==> config.mk <==
export PLATFORM = sky130hd
export DESIGN_NAME = core_mc_flat
export DESIGN_NICKNAME = d
export VERILOG_FILES = /design/src/rtl/core_mc_pkg.sv /design/src/rtl/core_mc_if.sv /design/src/rtl/core_mc_alu.sv /design/src/rtl/core_mc.sv /design/src/flat_wrapper.sv
export SDC_FILE = /design/constraint.sdc
export NUM_CORES = 1
export LEC_CHECK = 0
export CAP_MARGIN = 20
export CORE_MARGIN = 1.5
export CORE_UTILIZATION = 41
export CTS_BUF_LIST = sky130_fd_sc_hd__clkbuf_4
export DETAILED_ROUTE_END_ITERATION = 10
export MAX_ROUTING_LAYER = met4
export SETUP_SLACK_MARGIN = 0.2
export SYNTH_ARGS = -nofsm -noshare
export SYNTH_HDL_FRONTEND = slang
export SYNTH_HIERARCHICAL = 1
export SYNTH_SLANG_ARGS = --single-unit
==> constraint.sdc <==
create_clock -name clk_i -period 4.2 [get_ports clk_i]
set_clock_uncertainty 0.1 [all_clocks]
set_input_delay 0.84 -clock clk_i [delete_from_list [all_inputs] [get_ports clk_i]]
set_output_delay 0.84 -clock clk_i [all_outputs]
set_load 0.1 [all_outputs]
==> src/rtl/core_mc_pkg.sv <==
// core_mc shared types: opcodes, FSM states, flags and ALU functions.
// Default parameter values for the multi-cycle core live here too.
package pico_mc;

  localparam int N_DEF        = 8;
  localparam int A_DEF        = 8;
  localparam int W_RADDR_DEF  = 3;
  localparam int W_IMM_DEF    = 8;
  localparam int W_OPCODE_DEF = 4;
  localparam int W_INST_DEF   =
    W_OPCODE_DEF + 2 * W_RADDR_DEF + W_IMM_DEF;

  typedef enum logic [3:0] {
    OP_NOP  = 4'h0,
    OP_ADD  = 4'h1,
    OP_SUB  = 4'h2,
    OP_AND  = 4'h3,
    OP_OR   = 4'h4,
    OP_XOR  = 4'h5,
    OP_ADDI = 4'h6,
    OP_LDI  = 4'h7,
    OP_MOV  = 4'h8,
    OP_IN   = 4'h9,
    OP_BZ   = 4'hA,
    OP_BNZ  = 4'hB,
    OP_JMP  = 4'hC,
    OP_RSD  = 4'hD,
    OP_RSE  = 4'hE,
    OP_HALT = 4'hF
  } opCodeMc;

  typedef enum logic [1:0] {
    S_FETCH,
    S_EXEC,
    S_WAIT_EXT,
    S_HALT
  } stateMc;

  typedef struct packed {
    logic z;
    logic n;
    logic c;
    logic v;
  } flagsMc;

  typedef enum logic [2:0] {
    ALU_ADD,
    ALU_SUB,
    ALU_AND,
    ALU_OR,
    ALU_XOR,
    ALU_PASS
  } aluFnMc;

endpackage

==> src/rtl/core_mc_if.sv <==
// Fetch port and external-data handshake of core_mc.
// master is the core side, slave the memory / source side.
import pico_mc::*;

interface core_mc_if #(
  parameter int N      = N_DEF,
  parameter int A      = A_DEF,
  parameter int W_INST = W_INST_DEF
) ();

  logic [A-1:0]      imem_addr_o;
  logic              imem_req_o;
  logic              imem_ack_i;
  logic [W_INST-1:0] imem_data_i;
  logic [N-1:0]      ext_data_i;
  logic              ext_valid_i;
  logic              ext_ready_o;

  modport master (
    output imem_addr_o,
    output imem_req_o,
    input  imem_ack_i,
    input  imem_data_i,
    input  ext_data_i,
    input  ext_valid_i,
    output ext_ready_o
  );

  modport slave (
    input  imem_addr_o,
    input  imem_req_o,
    output imem_ack_i,
    output imem_data_i,
    output ext_data_i,
    output ext_valid_i,
    input  ext_ready_o
  );

endinterface

==> src/rtl/core_mc_alu.sv <==
// Combinational N-bit ALU with Z/N/C/V generation for core_mc.
// C is carry for ADD, borrow (a < b unsigned) for SUB.
import pico_mc::*;

module alu_p #(
  parameter int N = N_DEF
) (
  input  logic [N-1:0] a_i,
  input  logic [N-1:0] b_i,
  input  aluFnMc       fn_i,
  output logic [N-1:0] y_o,
  output flagsMc       flags_o
);

  logic [N-1:0] y;
  logic         c;
  logic         v;

  always_comb begin
    y = '0;
    c = 1'b0;
    v = 1'b0;
    unique case (fn_i)
      ALU_ADD: begin
        {c, y} = {1'b0, a_i} + {1'b0, b_i};
        v = (a_i[N-1] == b_i[N-1]) &&
            (y[N-1] != a_i[N-1]);
      end
      ALU_SUB: begin
        y = a_i - b_i;
        c = a_i < b_i;
        v = (a_i[N-1] != b_i[N-1]) &&
            (y[N-1] != a_i[N-1]);
      end
      ALU_AND:  y = a_i & b_i;
      ALU_OR:   y = a_i | b_i;
      ALU_XOR:  y = a_i ^ b_i;
      ALU_PASS: y = b_i;
      default:  y = '0;
    endcase
  end

  assign y_o       = y;
  assign flags_o.z = (y == '0);
  assign flags_o.n = y[N-1];
  assign flags_o.c = c;
  assign flags_o.v = v;

endmodule

==> src/rtl/core_mc.sv <==
// Multi-cycle processing element: FETCH / EXEC / WAIT_EXT / HALT.
// Fetch is req/ack so instruction memory latency may vary.
import pico_mc::*;

module core_mc #(
  parameter int N        = N_DEF,
  parameter int A        = A_DEF,
  parameter int W_RADDR  = W_RADDR_DEF,
  parameter int W_IMM    = W_IMM_DEF,
  parameter int W_OPCODE = W_OPCODE_DEF,
  parameter int W_INST   = W_OPCODE + 2 * W_RADDR + W_IMM
) (
  input  logic         clk_i,
  input  logic         rst_i,
  core_mc_if.master    bus,
  output logic [N-1:0] result_o,
  output logic         halt_o
);

  localparam int NREG = 2 ** W_RADDR;

  stateMc            state_q;
  stateMc            state_d;
  logic [A-1:0]      pc_q;
  logic [A-1:0]      pc_d;
  logic [W_INST-1:0] ir_q;
  flagsMc            flags_q;
  logic [N-1:0]      rf_q [NREG];

  opCodeMc           op;
  logic [W_RADDR-1:0] rd;
  logic [W_RADDR-1:0] rs;
  logic [W_IMM-1:0]  imm;
  logic [N-1:0]      imm_n;
  logic [A-1:0]      imm_pc;
  logic [A-1:0]      imm_jmp;
  logic [A-1:0]      pc_inc;
  logic [N-1:0]      rd_val;
  logic [N-1:0]      rs_val;
  logic              alu_op;

  aluFnMc            alu_fn;
  logic [N-1:0]      alu_b;
  logic [N-1:0]      alu_y;
  flagsMc            alu_flags;

  logic              ir_we;
  logic              rf_we;
  logic              flags_we;
  logic              halt_set;
  logic [N-1:0]      wdata;

  assign op      = opCodeMc'(ir_q[W_INST-1 -: W_OPCODE]);
  assign rd      = ir_q[W_IMM+W_RADDR +: W_RADDR];
  assign rs      = ir_q[W_IMM +: W_RADDR];
  assign imm     = ir_q[W_IMM-1:0];
  assign imm_n   = N'($signed(imm));
  assign imm_pc  = A'($signed(imm));
  assign imm_jmp = A'(imm);
  assign pc_inc  = pc_q + A'(1);
  // r0 is never written, so it always reads back as zero
  assign rd_val  = rf_q[rd];
  assign rs_val  = rf_q[rs];
  assign alu_op  = (op >= OP_ADD) && (op <= OP_MOV);

  assign bus.imem_req_o  = (state_q == S_FETCH);
  assign bus.imem_addr_o = pc_q;
  assign bus.ext_ready_o = (state_q == S_WAIT_EXT);

  always_comb begin
    alu_fn = ALU_PASS;
    alu_b  = rs_val;
    case (op)
      OP_ADD:  alu_fn = ALU_ADD;
      OP_SUB:  alu_fn = ALU_SUB;
      OP_AND:  alu_fn = ALU_AND;
      OP_OR:   alu_fn = ALU_OR;
      OP_XOR:  alu_fn = ALU_XOR;
      OP_ADDI: begin
        alu_fn = ALU_ADD;
        alu_b  = imm_n;
      end
      OP_LDI:  alu_b = imm_n;
      default: ;
    endcase
  end

  alu_p #(.N(N)) u_alu (
    .a_i     (rd_val),
    .b_i     (alu_b),
    .fn_i    (alu_fn),
    .y_o     (alu_y),
    .flags_o (alu_flags)
  );

  always_ff @(posedge clk_i) begin
    if (rst_i) state_q <= S_FETCH;
    else       state_q <= state_d;
  end

  always_comb begin
    state_d  = state_q;
    pc_d     = pc_q;
    ir_we    = 1'b0;
    rf_we    = 1'b0;
    flags_we = 1'b0;
    halt_set = 1'b0;
    wdata    = alu_y;
    unique case (state_q)
      S_FETCH: begin
        if (bus.imem_ack_i) begin
          ir_we   = 1'b1;
          state_d = S_EXEC;
        end
      end
      S_EXEC: begin
        state_d  = S_FETCH;
        pc_d     = pc_inc;
        rf_we    = alu_op;
        flags_we = alu_op;
        case (op)
          OP_IN: begin
            state_d = S_WAIT_EXT;
            pc_d    = pc_q;
          end
          OP_BZ:
            if (flags_q.z) pc_d = pc_q + imm_pc;
          OP_BNZ:
            if (!flags_q.z) pc_d = pc_q + imm_pc;
          OP_JMP:  pc_d = imm_jmp;
          OP_HALT: begin
            state_d  = S_HALT;
            pc_d     = pc_q;
            halt_set = 1'b1;
          end
          default: ;
        endcase
      end
      S_WAIT_EXT: begin
        if (bus.ext_valid_i) begin
          rf_we   = 1'b1;
          wdata   = bus.ext_data_i;
          pc_d    = pc_inc;
          state_d = S_FETCH;
        end
      end
      S_HALT: ;
      default: state_d = S_FETCH;
    endcase
  end

  always_ff @(posedge clk_i) begin
    if (rst_i) begin
      pc_q     <= '0;
      ir_q     <= '0;
      flags_q  <= '0;
      result_o <= '0;
      halt_o   <= 1'b0;
      for (int i = 0; i < NREG; i++)
        rf_q[i] <= '0;
    end else begin
      pc_q <= pc_d;
      if (ir_we)    ir_q    <= bus.imem_data_i;
      if (flags_we) flags_q <= alu_flags;
      if (halt_set) halt_o  <= 1'b1;
      // result_o shows the value even when rd is r0
      if (rf_we) begin
        result_o <= wdata;
        if (rd != '0) rf_q[rd] <= wdata;
      end
    end
  end

endmodule

==> src/flat_wrapper.sv <==
// flat-port wrapper written by rule: the top's interface ports become plain ports
module core_mc_flat 
#(
  parameter int N        = N_DEF,
  parameter int A        = A_DEF,
  parameter int W_RADDR  = W_RADDR_DEF,
  parameter int W_IMM    = W_IMM_DEF,
  parameter int W_OPCODE = W_OPCODE_DEF,
  parameter int W_INST   = W_OPCODE + 2 * W_RADDR + W_IMM
)
  (clk_i, rst_i, result_o, halt_o, bus_imem_addr_o, bus_imem_req_o, bus_imem_ack_i, bus_imem_data_i, bus_ext_data_i, bus_ext_valid_i, bus_ext_ready_o);
  core_mc_if #(.N(N), .A(A), .W_INST(W_INST)) bus_i ();
  input  logic clk_i;
  input  logic rst_i;
  output logic [N-1:0] result_o;
  output logic halt_o;
  output wire logic [$bits(bus_i.imem_addr_o)-1:0] bus_imem_addr_o;
  output wire logic [$bits(bus_i.imem_req_o)-1:0] bus_imem_req_o;
  input wire logic [$bits(bus_i.imem_ack_i)-1:0] bus_imem_ack_i;
  input wire logic [$bits(bus_i.imem_data_i)-1:0] bus_imem_data_i;
  input wire logic [$bits(bus_i.ext_data_i)-1:0] bus_ext_data_i;
  input wire logic [$bits(bus_i.ext_valid_i)-1:0] bus_ext_valid_i;
  output wire logic [$bits(bus_i.ext_ready_o)-1:0] bus_ext_ready_o;
  assign bus_imem_addr_o = bus_i.imem_addr_o;
  assign bus_imem_req_o = bus_i.imem_req_o;
  assign bus_i.imem_ack_i = bus_imem_ack_i;
  assign bus_i.imem_data_i = bus_imem_data_i;
  assign bus_i.ext_data_i = bus_ext_data_i;
  assign bus_i.ext_valid_i = bus_ext_valid_i;
  assign bus_ext_ready_o = bus_i.ext_ready_o;
  core_mc #(.N(N), .A(A), .W_RADDR(W_RADDR), .W_IMM(W_IMM), .W_OPCODE(W_OPCODE), .W_INST(W_INST)) u_core (.clk_i(clk_i), .rst_i(rst_i), .bus(bus_i), .result_o(result_o), .halt_o(halt_o));
endmodule
* Word-level counts from Yosys, hierarchy flattened
Memories as Yosys holds them, arrays and structs flattened. A register that Yosys moved wholly into a read port is not among the register bits.
Index checks and enable logic that the tools add are counted.
W data, S select, Z words.
** Word-level totals
- Register bits after elaboration :: 38
- Bits in writable memories :: 64
- Output and inout port bits :: 19
- Word-level logic and storage cells :: 85
- Memories :: 1
** Cells by class
- $add $sub $neg :: 4
- Magnitude comparators :: 2
- Equal/unequal tests :: 22
- Multiplexer cells :: 34
- Bitwise logic cells :: 3
- Reduce and logical (&&, ||, !) cells :: 13
** Memories
- u_core.rf_q :: depth 8, bits a word 8, rd ports 2, clocked after Yosys merged registers in 2, wr ports 8, RTL line core_mc.sv:28 : logic [N-1:0] rf_q [NREG];
** Operators with widths (count)
- $mux W8 :: 7
- $pmux W8 S6 :: 1
- $pmux W8 S4 :: 1
- $eq A4 B4 Y1 const B :: 5
- $add A8 B8 Y8 :: 2
- $eq A4 B3 Y1 const B :: 4
- $pmux W8 S2 :: 1
- $mux W3 :: 5
- $pmux W3 S5 :: 1
- $mux W1 :: 13
- $add A8 B1 Y8 const B :: 1
- $and A8 B8 Y8 :: 1
- $eq A4 B2 Y1 const B :: 2
- $logic_not A8 Y1 :: 1
- $or A8 B8 Y8 :: 1
- $reduce_or A8 Y1 :: 1
- $sub A8 B8 Y8 :: 1
- $xor A8 B8 Y8 :: 1
- $eq A3 B2 Y1 const B :: 2
- $eq A3 B3 Y1 const B :: 2
- $pmux W2 S3 :: 1
- $reduce_and A3 Y1 :: 2
- $reduce_bool A3 Y1 :: 2
- $reduce_or A2 Y1 :: 3
- other kinds (15) :: 17

* Depth between registers and ports, before layout
Gate-level depths: netlist of run 1.
- Depth after elaboration :: 8
- Mapped depth :: 20
- Mapped depth without buffers :: 16

* Cells and area by module
The synthesis of run 1 kept the hierarchy.
** By module, submodules not included
- core_mc :: instances 1, cells an instance 514, area each 5843.1 µm²
- alu_p :: instances 1, cells an instance 186, area each 1332.5 µm²

* Worst setup path before layout of run 1
No wires, ideal clock.
- Kind :: register to register
- Start :: reg with a tool-made name
- End :: mem u_core/rf_q[5][7] (netlist name) (data pin)
- Arrival :: 3.729 ns
- Required time :: 3.841 ns
- Slack :: 0.112 ns
- Stages on the path, launching flop included :: 19
- Clock period less this slack :: 4.088 ns
- Cells stage by stage :: dfxtp_1 -> buf_2 -> buf_2 -> mux4_2 -> mux2_2 -> inv_1 -> ha_1 -> buf_2 -> a21o_1 -> a21oi_1 -> o31ai_1 -> a21oi_1 -> mux2i_1 -> nor3b_2 -> inv_1 -> buf_4 -> mux2i_1 -> nand2b_1 -> nor2_1
** RTL lines (RTL line)
- end, declared :: core_mc.sv:28

==> impl_summary.md, run 1 <==
GRT
The number of global-route vias before repair is 5362. For met3 alone, demand over resource in global routing was 0.02532. The most heavily used metal layer in global routing is met2. Entering global routing, the biggest net connects 35 pins. The wire length of the first global-routing pass is 28080 um.

In the global route stage, met2 resource usage came out at 0.3652. The number of antenna violations at the first check in global routing is 1. The total global routing overflow is 0. The aggregate global-route resource usage is 0.2065. For this run, global-route usage on met1 was measured as 0.2463.

Clock tree
The number of buffers inserted by hold repair at cts is 0. The number of buffers created by CTS is 9. The total number of H-tree levels is 3. The number of buffers between clock root and the deepest sink is 2. TritonCTS built the clock tree. The tree is rooted in a sky130_fd_sc_hd__clkbuf_4. Clock latency on the worst-skew pair, taken at its later pin, is 0.47 ns.

The register clock-pin slew on the reported worst setup and hold paths is 0.17 ns. For this design, the sink count on the clock tree is 108.

STA
Setup repair after global routing left no endpoint under its margin. Based on the critical path, the design can be clocked at up to 265.2 MHz. Across all setup checks in the final design, the least slack found is 0.4298 ns.

The number of max-slew violations in the final report is 0. The transition time at the pin with the least slew margin is 0.9751 ns. In the final timing run, aggregate negative setup slack is 0 ns. The count of endpoints failing hold in the final timing report was 0. Setup violations remaining at the end of the flow were counted as 0.

The worst relative slew slack is 0.3479. Of the available clock period, the critical path in the final layout requires 0.8977. The post-route minimum period is 3.770 ns.

Power
The part of the power in registers is 0.454. VDD sags by at most 0.0002158 V. The share of total power dissipated in combinational logic is 0.362. Of the total power, the clock network draws 0.184. The net switching power is 968.6 uW. In this run the power density over the cells is 337.5 mW/mm^2.

The proportion of total power due to net switching is 0.3598. The internal portion of the total power is 1723 uW. The static leakage power is 0.003035 uW.

Place
The detailed placement HPWL is 13730 um. Routability-driven placement finished with a final weighted congestion of 0.9507. Port buffering added 48 buffers. The post-placement worst setup slack is 0.1727 ns.

Drt
Dividing the detail-routed wire length by the instance count gives 18.15 um. The overall via count from detail_route is 5382. The ratio of routed vias to standard cells is 5.618.

For this block, the routed nets add up to 17390 um of wire. The number of design-rule violations left by the first detailed-router iteration is 346. In the routed design, unresolved DRC markers number 0. The number of iterations in the first detailed-routing pass is 7. The count of nets left with antenna violations after detail routing is 0.

Hold path
The path type of the worst min-delay path is reg2reg. The hold path startpoint is u_core/ir_q[9]. The worst hold path was traced through 2 stages.

Setup path
The kind of launch point of the worst setup path is a register. The end of the worst register-to-register path is u_core/flags_q[3]. The setup check on the worst reg-to-reg path leaves a slack of 0.43 ns.

Data arrives at the worst endpoint at 4.08 ns. For the worst setup path, the data required time is 4.51 ns. By startpoint and endpoint, the worst setup path is classified as reg2reg. Of all nets on the critical path, the largest fanout is 7.

The depth of the worst register-to-register path is 13. The type of element capturing the critical path is a register.

Cells and area
Counting the fill cells in the layout gives 1588. The fraction of layout cells with a size suffix above 1 is 0.1805. In the final layout, flip-flops and latches occupy 0.002811 mm^2.

The count of nets after finishing is 801. The layout-stage area growth over the synthesis result is 13.03%. The area of the multi-input gates is 0.003951 mm^2.

Synthesis
The mean instance size in the synthesized netlist is 10.35 um^2. During synthesis, Yosys emitted a total of 6 warnings. Counting every instance in the synthesized netlist gives 682. Summing every instance area after synthesis gives 0.007056 mm^2.

Floorplan
The width of the chip is 134.2 um. The die height is 134.2 um. For this design the top-level I/O count stands at 49. The region available for standard cell placement spans 0.01670 mm^2. The floorplan step defined a die boundary enclosing 0.01800 mm^2. The number of rows created at floorplan is 47. The initial utilization of the core area, before any placement, comes to 0.4225.

Job
The number of max-cap violations is 0.

Status
The flow ran to the end, and the final reports show no timing, DRC or antenna violations.
per-stage QoR:
step                      power (uW)  instance area [um^2]  cells    util  hold WS, ns
after global placement          2172                  7797    940  0.4669       0.3435
after detailed placement        2194                  7797    940  0.4669       0.3549
after global routing            2845                  7975    958  0.4775       0.3896
after CTS                       2690                  7926    956  0.4746       0.3762
final                           2692                  7975    958  0.4775       0.3689
after floorplan                 1925                  7082    689       -       0.3359
routing by layer:
| layer | up-vias | share of wire |
|---|---|---|
| met1 | 2617 | 0.42 |
| met5 | - | 0 |
| met2 | 150 | 0.51 |
| met3 | 29 | 0.039 |
| met4 | 0 | 0.025 |
| li1 | 2586 | - |
power groups by stage:
stage,combinational (uW),sequential [uW],clock [uW]
global route,1060,1230,556
floorplan,642,1280,0
detailed placement,947,1250,0
global placement,928,1240,0
finish,973,1220,496
CTS,953,1220,514
worst max-delay path by stage:
stage                     slack [ns]                end  depth (start not counted)
after floorplan                 0.21  u_core/rf_q[5][7]                         18
after global placement          0.25  u_core/rf_q[5][7]                         16
after detailed placement        0.17  u_core/rf_q[4][7]                         16
after CTS                       0.24  u_core/flags_q[3]                         12
after global routing            0.20  u_core/rf_q[1][7]                         16
final                           0.43  u_core/flags_q[3]                         13
sequential cells by signal (all words and copies together) (netlist names), named ones only:
signal	flops
u_core/ir_q	18
u_core/result_o	8
u_core/bus.imem_addr_o	8
u_core/halt_o	1
u_core/flags_q	1
u_core/state_q	2
u_core/rf_q	64
layout by cell type, fill, tap and decap left out, types with 5 or more instances in the layout:
cell                                n
sky130_fd_sc_hd__edfxtp_1          64
sky130_fd_sc_hd__nand2b_1          23
sky130_fd_sc_hd__a21oi_1           43
sky130_fd_sc_hd__mux2_2            10
sky130_fd_sc_hd__mux2i_1           18
sky130_fd_sc_hd__a21o_1             8
sky130_fd_sc_hd__xor2_1             8
sky130_fd_sc_hd__buf_4             27
sky130_fd_sc_hd__dfxtp_1           41
sky130_fd_sc_hd__a221oi_1           6
sky130_fd_sc_hd__a211oi_1          13
sky130_fd_sc_hd__mux4_2            32
sky130_fd_sc_hd__nand3_1            9
sky130_fd_sc_hd__conb_1             8
sky130_fd_sc_hd__o31ai_1            5
sky130_fd_sc_hd__o21ai_0           13
sky130_fd_sc_hd__nand2_1           49
sky130_fd_sc_hd__ha_1              35
sky130_fd_sc_hd__clkbuf_4          11
sky130_fd_sc_hd__nor2_1           111
sky130_fd_sc_hd__inv_1             27
sky130_fd_sc_hd__clkdlybuf4s50_1   47
sky130_fd_sc_hd__a32oi_1            5
sky130_fd_sc_hd__or2_2              5
sky130_fd_sc_hd__nor3_1             8
sky130_fd_sc_hd__xnor2_1            7
cell type report:
class | instances | area share
multi-input combinational | 508 | 0.4955
sequential | 108 | 0.3525
timing repair buffer | 76 | 0.08754
tap | 220 | 0.03452
inverter | 29 | 0.01365
clock buffer | 11 | 0.01035
clock inverter | 5 | 0.005648
antenna | 1 | 0.0003138
timing repair:
action / CTS / global route
gates resized for setup: 1 / 13
endpoints found under the setup margin: 20 / 33
buffers inserted: 0 / 1
critical path, cell delays in order, from the launching register on:
cell                       delay, ns
sky130_fd_sc_hd__dfxtp_4        0.44
sky130_fd_sc_hd__mux4_2         0.52
sky130_fd_sc_hd__mux2i_1        0.17
sky130_fd_sc_hd__a21oi_1        0.14
sky130_fd_sc_hd__ha_1           0.26
sky130_fd_sc_hd__fa_1           0.46
sky130_fd_sc_hd__mux2_2         0.29
sky130_fd_sc_hd__a221oi_2       0.23
sky130_fd_sc_hd__nor2_1         0.09
sky130_fd_sc_hd__or4_1          0.52
sky130_fd_sc_hd__nor2_1         0.13
sky130_fd_sc_hd__nor4bb_2       0.22
sky130_fd_sc_hd__mux2i_1        0.10
sky130_fd_sc_hd__nor2_1         0.08
No activity file was read; power rests on OpenSTA's default activity.
==> run 2: changes to the inputs <==
--- a/config.mk
+++ b/config.mk
@@ -6,7 +6,6 @@
 export NUM_CORES = 1
 export LEC_CHECK = 0
 export CAP_MARGIN = 20
-export CORE_MARGIN = 1.5
 export CORE_UTILIZATION = 41
 export CTS_BUF_LIST = sky130_fd_sc_hd__clkbuf_4
 export DETAILED_ROUTE_END_ITERATION = 10
==> run 2 against run 1 <==
Fmax fell by 2.5%. Sequential cell count is the same. First-iteration DRC count grew 3.2%. Combinational power is 2.4% higher. Total power up 3.2%. Sequential power is essentially flat. Via count is 0.13% lower. Final cell count unchanged. Clock power grew 12%. Highest routed layer unchanged.
==> impl_summary.md, run 2 (synthesis results as in run 1) <==
Place
The last weighted congestion value of the routability-driven placer is 0.9366 (was 0.9507). The total of buffers placed on input and output ports is 48 (unchanged). The post-placement worst setup slack is 0.2347 ns (was 0.1727 ns). The detailed placement HPWL came to 13760 um (was 13730 um). The cell area after placement is 0.007777 mm^2 (was 0.007797 mm^2).

The number of placed instances with taps included is 939 (was 940).

Floorplan
The die height was 133.2 um (was 134.2 um). The number of rows created at floorplan is 47 (unchanged). The width of the chip came to 133.2 um (was 134.2 um). The overall die area is 0.01774 mm^2 (was 0.01800 mm^2). The area of the core region came to 0.01670 mm^2 (unchanged).

The starting density of the core is 0.4225 (unchanged). The number of ports placed on the die boundary is 49 (unchanged).

Setup path
The endpoint arrival time on the critical path was 4.02 ns (was 4.08 ns). The end of the worst register-to-register path is u_core/rf_q[6][7] (was u_core/flags_q[3]). The depth of the worst register-to-register path came to 16 (was 13). The critical path endpoint is u_core/rf_q[6][7] (was u_core/flags_q[3]). The maximum fanout along the worst path is 5 (was 7). The critical path required time was 4.35 ns (was 4.51 ns). The type of element capturing the critical path is a register (unchanged). The category of the critical setup timing path is reg2reg (unchanged). The setup slack of the worst register-to-register path came to 0.33 ns (was 0.43 ns). The kind of launch point of the worst setup path is a register (unchanged).

Clock tree
The number of buffers inserted by hold repair at cts is 0 (unchanged). The register clock-pin slew on the reported worst setup and hold paths was 0.17 ns (about the same). The total number of clock tree sinks was 108 (unchanged). The number of buffers between clock root and the deepest sink is 2 (unchanged). The total number of H-tree levels came to 3 (unchanged). The CTS tree is done (unchanged). The number of buffers created by CTS is 9 (unchanged). The cell chosen for the clock root is sky130_fd_sc_hd__clkbuf_4 (unchanged). The clock latency on the worst-skew pair is 0.49 ns (was 0.47 ns).

Drt
The number of iterations in the first detailed-routing pass is 6 (was 7). The routed length per placed instance is 18.60 um (was 18.15 um). The number of design-rule violations left by the first detailed-router iteration is 357 (was 346).

The final routed DRC violation total came to 0 (unchanged). The overall via count from detail_route is 5375 (was 5382). The count of nets left with antenna violations after detail routing is 0 (unchanged).

The final wirelength is 17820 um (was 17390 um). The ratio of routed vias to standard cells came to 5.611 (was 5.618).

Cells and area
The count of nets after finishing came to 802 (was 801). The post-layout instance count excluding filler cells is 958 (unchanged). The finished layout cell area is 0.008040 mm^2 (was 0.007975 mm^2). Regs by FF count: u_core/rf_q x64, u_core/ir_q x18 (unchanged). The most common cell after layout, fill and taps aside was sky130_fd_sc_hd__nor2_1 (unchanged).

The layout-stage area growth over the synthesis result came to 13.96% (was 13.03%). The antenna cell count is 0 (was 1). The fraction of layout cells with a size suffix above 1 was 0.1924 (was 0.1805). The number of flip-flops under the largest register name came to 64 (unchanged). The register containing the most flip-flops in the final layout is u_core/rf_q (unchanged). Commonest cells after routing, fill and taps aside: 110 x sky130_fd_sc_hd__nor2_1, 64 x sky130_fd_sc_hd__edfxtp_1, 49 x sky130_fd_sc_hd__nand2_1, 47 x sky130_fd_sc_hd__clkdlybuf4s50_1 (was 111 x sky130_fd_sc_hd__nor2_1, 64 x sky130_fd_sc_hd__edfxtp_1, 49 x sky130_fd_sc_hd__nand2_1, 47 x sky130_fd_sc_hd__clkdlybuf4s50_1, 43 x sky130_fd_sc_hd__a21oi_1).

Power
The cell area power density is 345.3 mW/mm^2 (was 337.5 mW/mm^2). The static leakage power is 0.003055 uW (was 0.003035 uW). The peak supply drop came to 0.0002753 V (was 0.0002158 V).

STA
The maximum operating frequency is 258.6 MHz (was 265.2 MHz). The sum of negative setup slack is 0 ns (unchanged). The worst slack on hold paths is 0.3761 ns (was 0.3689 ns). Setup repair after global routing missed its margin: true (was false).

The transition time at the pin with the least slew margin was 0.9912 ns (was 0.9751 ns). The post-route minimum period is 3.867 ns (was 3.770 ns). The worst relative slew slack came to 0.3371 (was 0.3479). The count of endpoints failing hold in the final timing report came to 0 (unchanged). The setup violation total in the final timing report came to 0 (unchanged). The number of max-slew violations in the final report is 0 (unchanged). The final worst slack is 0.3328 ns (was 0.4298 ns). The share of the clock period used by the worst path was 0.9208 (was 0.8977).

GRT
The total global routing overflow is 0 (unchanged). The number of antenna violations at the first check in global routing came to 0 (was 1). The wire length of the first global-routing pass is 28840 um (was 28080 um). The most heavily used metal layer in global routing was met2 (unchanged).

The routing usage on met2 is 0.3717 (was 0.3652). The met1 layer usage reported by global route is 0.2597 (was 0.2463). The maximum number of pins on one net before global-route repair is 34 (was 35). The met3 track demand over resource is 0.03501 (was 0.02532). The aggregate global-route resource usage is 0.2157 (was 0.2065).

The number of global-route vias before repair was 5409 (was 5362).

Status
Status: completed (unchanged).

Hold path
The hold path startpoint is u_core/ir_q[8] (was u_core/ir_q[9]). The path type of the worst min-delay path is reg2reg (unchanged).

Job
The number of max-cap violations is 0 (unchanged).
run 2: repair_timing:
action | CTS | global route
setup endpoints to repair | 7 | 25
pin swaps | 0 | 4
gates resized for setup | 1 | 26
gates cloned | 0 | 1
buffers inserted | 0 | 2
run 2: cell type report:
| class | count | area [um^2] |
|---|---|---|
| Fill cell | 1551 | 8661 |
| Sequential cell | 108 | 2808 |
| Clock inverter | 6 | 70.07 |
| Inverter | 29 | 108.9 |
| Clock buffer | 10 | 75.07 |
| Multi-Input combinational cell | 508 | 4001 |
| Timing Repair Buffer | 77 | 701.9 |
| Tap cell | 220 | 275.3 |
run 2: worst min-delay path by stage:
stage                 endpoint  slack [ns]  depth (start not counted)
2_1_floorplan         register        0.34                          2
3_5_place_dp   u_core/ir_q[10]        0.36                          2
3_3_place_gp    u_core/ir_q[9]        0.35                          2
4_1_cts        u_core/ir_q[10]        0.38                          2
5_1_grt         u_core/ir_q[9]        0.40                          2
6_report              register        0.38                          2
run 2: routing by layer:
metal / wire [um] / up-vias
li1: - / 2583
met1: 7526 / 2616
met2: 9197 / 149
met3: 713 / 27
met4: 379 / 0
met5: 0 / -
run 2: worst max-delay path, cell delays in order (launching register included):
cell	delay, ns
sky130_fd_sc_hd__dfxtp_2	0.38
sky130_fd_sc_hd__buf_2	0.19
sky130_fd_sc_hd__mux4_2	0.51
sky130_fd_sc_hd__mux2i_1	0.22
sky130_fd_sc_hd__a21oi_2	0.14
sky130_fd_sc_hd__inv_1	0.15
sky130_fd_sc_hd__ha_1	0.27
sky130_fd_sc_hd__a21o_1	0.20
sky130_fd_sc_hd__a21oi_2	0.24
sky130_fd_sc_hd__o31ai_1	0.11
sky130_fd_sc_hd__a21oi_1	0.18
sky130_fd_sc_hd__mux2i_1	0.19
sky130_fd_sc_hd__nor3b_2	0.21
sky130_fd_sc_hd__inv_1	0.07
sky130_fd_sc_hd__mux2i_2	0.23
sky130_fd_sc_hd__buf_4	0.19
sky130_fd_sc_hd__nor2_1	0.04
run 2: per-stage QoR:
stage / utilization / total power, uW
after floorplan: - / 1925
after global placement: 0.4657 / 2168
after detailed placement: 0.4657 / 2185
after CTS: 0.4745 / 2737
after global routing: 0.4814 / 2929
final: 0.4814 / 2776
run 2: where the power goes:
group          total [uW]  leakage [uW]  switching [uW]  internal [uW]
Clock                 554     0.0000766             361            194
Combinational         996       0.00196             573            423
Sequential           1230       0.00102            55.4           1170
==> run 3: changes to the inputs <==
--- a/config.mk
+++ b/config.mk
@@ -5,6 +5,7 @@
 export SDC_FILE = /design/constraint.sdc
 export NUM_CORES = 1
 export LEC_CHECK = 0
+export ABC_CLOCK_PERIOD_IN_PS = 4200
 export CAP_MARGIN = 20
 export CORE_UTILIZATION = 41
 export CTS_BUF_LIST = sky130_fd_sc_hd__clkbuf_4
==> results of run 3 <==
The final DEF is identical to that of run 2; final timing and power are the same.
